===== config.mk =====
export PLATFORM = sky130hd
export DESIGN_NAME = regfile_wb_scheduler
export DESIGN_NICKNAME = d
export VERILOG_FILES = /design/src/rtl/regfile_wb_scheduler.sv
export SDC_FILE = /design/constraint.sdc
export NUM_CORES = 1
export LEC_CHECK = 0
export BUFFER_PORTS_ARGS = -buffer_cell sky130_fd_sc_hd__buf_4
export CORE_MARGIN = 5
export CORE_UTILIZATION = 55
export CTS_CLUSTER_DIAMETER = 30
export DETAILED_ROUTE_END_ITERATION = 7
export PLACE_DENSITY_LB_ADDON = 0.12
export REMOVE_ABC_BUFFERS = 1
export SLEW_MARGIN = 30
export SYNTH_ARGS = -nofsm -noshare
export SYNTH_HDL_FRONTEND = slang
export SYNTH_SLANG_ARGS = --single-unit

===== constraint.sdc =====
create_clock -name clk -period 13.2 [get_ports clk]
set_input_delay 2.64 -clock clk [delete_from_list [all_inputs] [get_ports clk]]
set_output_delay 2.64 -clock clk [all_outputs]
set_load 0.03 [all_outputs]

===== src/rtl/regfile_wb_scheduler.sv =====
// Writeback scheduler: round-robin arbitration of producers onto the
// register-file write port, plus a per-register pending-write scoreboard.
module regfile_wb_scheduler #(
  parameter int NUM_SRC = 3,
  parameter int XLEN    = 32,
  parameter int CNT_W   = 2
) (
  input  logic                    clk,
  input  logic                    rst_n,
  input  logic [NUM_SRC-1:0]      src_valid,
  input  logic [NUM_SRC*5-1:0]    src_rd,
  input  logic [NUM_SRC*XLEN-1:0] src_data,
  output logic [NUM_SRC-1:0]      src_ready,
  input  logic                    issue_valid,
  input  logic [4:0]              issue_rd,
  output logic                    issue_ready,
  output logic                    rf_we,
  output logic [4:0]              rf_waddr,
  output logic [XLEN-1:0]         rf_wdata,
  output logic [31:0]             busy,
  output logic [1:0]              err
);

  localparam int IW = (NUM_SRC > 2) ? 2 : 1;
  localparam logic [CNT_W-1:0] CMAX = '1;

  logic [IW-1:0]      r_last;
  logic               r_we;
  logic [4:0]         r_waddr;
  logic [XLEN-1:0]    r_wdata;
  logic [1:0]         r_err;
  logic [CNT_W-1:0]   r_cnt [32];

  logic [NUM_SRC-1:0] w_gnt;
  logic [IW-1:0]      w_idx;
  logic               w_found;
  logic [4:0]         w_rd;
  logic [XLEN-1:0]    w_data;
  logic               w_xfer;
  logic               w_dec;
  logic               w_inc;
  logic               w_same;
  logic               w_sat;

  // Search starts one past the last granted source and wraps.
  always_comb begin : p_arb
    int j;
    j       = 0;
    w_found = 1'b0;
    w_idx   = '0;
    w_gnt   = '0;
    for (int k = 1; k <= NUM_SRC; k++) begin
      j = (int'(r_last) + k) % NUM_SRC;
      if (!w_found && src_valid[j]) begin
        w_found = 1'b1;
        w_idx   = IW'(j);
      end
    end
    if (w_found)
      w_gnt[w_idx] = 1'b1;
  end

  assign src_ready = w_gnt & {NUM_SRC{rst_n}};
  assign w_xfer    = |(src_valid & src_ready);
  assign w_rd      = src_rd[int'(w_idx)*5 +: 5];
  assign w_data    = src_data[int'(w_idx)*XLEN +: XLEN];

  assign w_sat       = (issue_rd != 5'd0) && (r_cnt[issue_rd] == CMAX);
  assign issue_ready = rst_n & ~w_sat;

  assign w_inc  = issue_valid & issue_ready & (issue_rd != 5'd0);
  assign w_dec  = w_xfer & (w_rd != 5'd0);
  assign w_same = w_inc & w_dec & (w_rd == issue_rd);

  always_ff @(posedge clk) begin
    if (!rst_n) begin
      r_we    <= 1'b0;
      r_waddr <= '0;
      r_wdata <= '0;
      r_err   <= '0;
      r_last  <= IW'(NUM_SRC - 1);
      for (int r = 0; r < 32; r++)
        r_cnt[r] <= '0;
    end else begin
      r_we <= w_dec;
      if (w_dec) begin
        r_waddr <= w_rd;
        r_wdata <= w_data;
      end
      if (w_xfer)
        r_last <= w_idx;
      if (w_inc && !w_same)
        r_cnt[issue_rd] <= r_cnt[issue_rd] + CNT_W'(1);
      // Underflow still writes the RF but pins the counter at zero.
      if (w_dec && !w_same) begin
        if (r_cnt[w_rd] == '0)
          r_err[0] <= 1'b1;
        else
          r_cnt[w_rd] <= r_cnt[w_rd] - CNT_W'(1);
      end
      if (issue_valid && w_sat)
        r_err[1] <= 1'b1;
    end
  end

  assign busy[0] = 1'b0;
  for (genvar r = 1; r < 32; r++) begin : g_busy
    assign busy[r] = (r_cnt[r] != '0);
  end

  assign rf_we    = r_we;
  assign rf_waddr = r_waddr;
  assign rf_wdata = r_wdata;
  assign err      = r_err;

endmodule


==> results.json <==
{
  "result_of_the_run": "finished with violations",
  "violations_in_the_final_reports": "design-rule violations",
  "drt_first_iter_violations": 1079,
  "cp_data_required_time_ns": 13.21,
  "timing.reg2reg.setup_slack_ns": 6.49,
  "worst-setup-path-type": "input port to flip-flop",
  "grt_antenna_before_repair": 0,
  "grt.overflow.total": 0,
  "synthCells": 699,
  "clock_transition_time_at_the_flip_flop_clock_pins_of_the_worst_setup_and_hold_paths_ns": 0.07,
  "dieHeight_um": 122,
  "ys_seq_elements": 106,
  "setup-violations-final": 0,
  "post_drt_via_cell_ratio": 7.12,
  "post_route_cells_drive_above_1_share": 0.346,
  "p_int_w": 0.000708,
  "nets": 958,
  "vias_in_the_first_global_route": 6930,
  "post-cts-setup-buffer-count": 0,
  "global_route_wire_length_before_repair_um": 36400,
  "final.setup.worst_slack_ns": 4.81,
  "cpMaxStageDelayCell": "sky130_fd_sc_hd__nand2_1",
  "synth_edf_count": 64,
  "switching_power_w": 0.000539,
  "drc_errors": 15,
  "cts_tree": "yes",
  "fp-row-count": 40,
  "drtAntennaViolNets": 0,
  "cts_root_buffer": "sky130_fd_sc_hd__clkbuf_16",
  "finalMaxSlewViolations": 0,
  "synth.avg_cell_area_um2": 9.79,
  "clock_insertion_delay_worst_skew_ns": 0.35,
  "cts.sinks": 106,
  "pin_count_of_the_biggest_net_entering_global_routing": 75,
  "port_buffers": 196,
  "critPathCaptureType": "flip-flop",
  "core_area_um2": 12100,
  "power_frac_clock": 0.210,
  "rsz0062_at_grt": "no",
  "crit_chain": "buf_4 -> a21bo_1 -> a31oi_1 -> o31ai_4 -> buf_4 -> mux2_2 -> mux2i_2 -> nand3b_1 -> a211oi_1 -> nor4_1 -> o221a_2 -> ha_1 -> a2111oi_0 -> nand2_1 -> o221ai_1",
  "p_comb_frac": 0.459,
  "worst_pin_slew_ns": 1.04,
  "ios": 198,
  "drv.max_cap_violation_count": 0,
  "wire_per_inst_um": 23.9,
  "ys_async_sr_fraction": 0,
  "area_added_between_synthesis_and_finish_pct": 24.9,
  "power.switching_fraction": 0.432,
  "die-area_um2": 14800,
  "postLayoutCoreUtil": 0.705,
  "ys.flop_type": "sky130_fd_sc_hd__edfxtp_1",
  "final.min_clock_period_ns": 8.39,
  "floorplan.die.width_um": 122,
  "crit_path_max_fanout": 37,
  "numCtsBuffers": 9,
  "gp_congestion": 0.927,
  "max-vdd-ir-drop_v": 0.000102,
  "slew_headroom": 0.307,
  "setup_tns_ns": 0,
  "post-route-period-util": 0.635,
  "achievable-frequency_mhz": 119,
  "diodes": 0,
  "cts.repair.resized": 0,
  "post_cts_hold_buffer_count": 0,
  "clk_path_buf_depth": 2,
  "critPathMaxStageDelay_ns": 0.78,
  "total_leakage_power_nw": 3.19,
  "worst_clock_skew_ns": 0.0162,
  "power_density_nw_per_um2": 146,
  "cp.arrival_ns": 8.40,
  "finalHoldViolations": 0,
  "dpl.hpwl_um": 16600,
  "synth_area_um2": 6840,
  "synthDistinctLibCells": 59,
  "cts-htree-levels": 3,
  "min-delay-path-class": "flip-flop to flip-flop",
  "gr-usage-all-layers": 0.312,
  "worst_setup_path_start_kind": "input port",
  "synth.yosys.seq_area_share": 0.404,
  "starting_utilization_of_the_core_area": 0.565,
  "seq_power_share": 0.330,
  "synthesis.yosys.warnings": 0,
  "routed_wl_um": 23900,
  "dominant_cell_type_by_count_on_the_critical_path": "sky130_fd_sc_hd__buf_4",
  "detailedRoute.firstPassIterationCount": 8,
  "dr_total_vias": 7145,
  "post-place-ws_ns": 4.86
}
cells by family after synthesis:
family	after synthesis	synth area share
AOI/OAI and AO/OA	230	0.272
and+or+nand+nor	224	0.173
DFF	106	0.404
buffers and inverters	99	0.0624
muxes	28	0.0708
adders and majority gates	6	0.0110
xor gates and xnor gates	5	0.00640
other	1	0.000548
state kept, by name, summed over array words and instances (netlist names):
register,count
r_cnt,64
err,2
rf_wdata,32
rf_waddr,5
rf_we,1
r_last,2
worst paths after layout:
kind,depth (start not counted),start,endpoint
setup / recovery,15,src_valid[0],r_cnt[1][1]
hold / removal,2,err[0],err[0]
setup reg to reg,16,r_last[0],r_cnt[1][1]
hold reg to reg,2,err[0],err[0]
critical path: cells and delay by family:
family | cells | cell delay [ns]
compound gates | 7 | 2.49
fa+ha+maj | 1 | 0.22
buf+inv | 2 | 0.51
mux | 2 | 1.03
simple gates | 3 | 1.49
power groups by stage:
stage               Combinational (W)  Clock [W]  Sequential (W)
global placement             0.000546          0        0.000416
global route                 0.000604   0.000276        0.000415
finish                       0.000573   0.000262        0.000412
floorplan                    0.000307          0        0.000455
detailed placement           0.000556          0        0.000417
CTS                          0.000559   0.000263        0.000411
per-layer routing:
layer	wire length (µm)	GRT usage	share of wire
met5	0	0	0
met4	1170	0.141	0.049
met3	3000	0.0850	0.13
met2	11700	0.520	0.49
met1	8090	0.378	0.34
through the flow:
stage / instance area, µm² / instances / total power, W / hold WS [ns]
3_3_place_gp: 8250 / 987 / 0.000961 / 0.464
2_1_floorplan: 6460 / 613 / 0.000762 / 0.493
3_5_place_dp: 8260 / 987 / 0.000974 / 0.464
4_1_cts: 8540 / 1003 / 0.00123 / 0.499
5_1_grt: 8540 / 1003 / 0.00129 / 0.515
6_report: 8540 / 1003 / 0.00125 / 0.487
synthesized netlist by cell type (15+ instances only):
| cell | count | area share |
|---|---|---|
| sky130_fd_sc_hd__a211oi_1 | 47 | 0.052 |
| sky130_fd_sc_hd__a222oi_1 | 35 | 0.051 |
| sky130_fd_sc_hd__o22ai_1 | 19 | 0.017 |
| sky130_fd_sc_hd__dfxtp_1 | 42 | 0.12 |
| sky130_fd_sc_hd__nand4_1 | 15 | 0.014 |
| sky130_fd_sc_hd__mux4_2 | 16 | 0.053 |
| sky130_fd_sc_hd__nor2_1 | 48 | 0.026 |
| sky130_fd_sc_hd__clkbuf_1 | 56 | 0.031 |
| sky130_fd_sc_hd__or2_2 | 36 | 0.033 |
| sky130_fd_sc_hd__buf_2 | 16 | 0.012 |
| sky130_fd_sc_hd__o32ai_1 | 49 | 0.063 |
| sky130_fd_sc_hd__a21oi_1 | 18 | 0.013 |
| sky130_fd_sc_hd__edfxtp_1 | 64 | 0.28 |
| sky130_fd_sc_hd__nand2_1 | 61 | 0.033 |
| sky130_fd_sc_hd__o221ai_1 | 31 | 0.040 |
final cells by class:
cell class              instances  area [µm²]
multi-input cells             496        3710
fillers                       960        3570
flip-flops and latches        106        2760
repair buffers                206        1550
clock buffers                  10         229
well taps                     168         210
clock inverters                 6        48.8
inverters                      11        41.3
layout by cell type (no fill, tap or decap), types with 4 or more instances in the layout:
| cell | n |
|---|---|
| sky130_fd_sc_hd__buf_4 | 206 |
| sky130_fd_sc_hd__edfxtp_1 | 64 |
| sky130_fd_sc_hd__nand2_1 | 60 |
| sky130_fd_sc_hd__o32ai_1 | 49 |
| sky130_fd_sc_hd__nor2_1 | 48 |
| sky130_fd_sc_hd__a211oi_1 | 47 |
| sky130_fd_sc_hd__dfxtp_1 | 42 |
| sky130_fd_sc_hd__or2_2 | 36 |
| sky130_fd_sc_hd__a222oi_1 | 35 |
| sky130_fd_sc_hd__o221ai_1 | 31 |
| sky130_fd_sc_hd__o22ai_1 | 19 |
| sky130_fd_sc_hd__a21oi_1 | 18 |
| sky130_fd_sc_hd__mux4_2 | 16 |
| sky130_fd_sc_hd__nand4_1 | 15 |
| sky130_fd_sc_hd__inv_1 | 10 |
| sky130_fd_sc_hd__nor2b_1 | 10 |
| sky130_fd_sc_hd__a32oi_1 | 9 |
| sky130_fd_sc_hd__clkbuf_16 | 9 |
| sky130_fd_sc_hd__mux2i_1 | 8 |
| sky130_fd_sc_hd__a22oi_1 | 8 |
| sky130_fd_sc_hd__nand2b_1 | 7 |
| sky130_fd_sc_hd__nand3b_1 | 6 |
| sky130_fd_sc_hd__nand3_1 | 6 |
| sky130_fd_sc_hd__ha_1 | 6 |
| sky130_fd_sc_hd__a31oi_1 | 5 |
| sky130_fd_sc_hd__and2_1 | 5 |
| sky130_fd_sc_hd__or3_1 | 5 |
| sky130_fd_sc_hd__and3_1 | 4 |
| sky130_fd_sc_hd__xnor2_1 | 4 |
(Power assumes the default switching activity.)
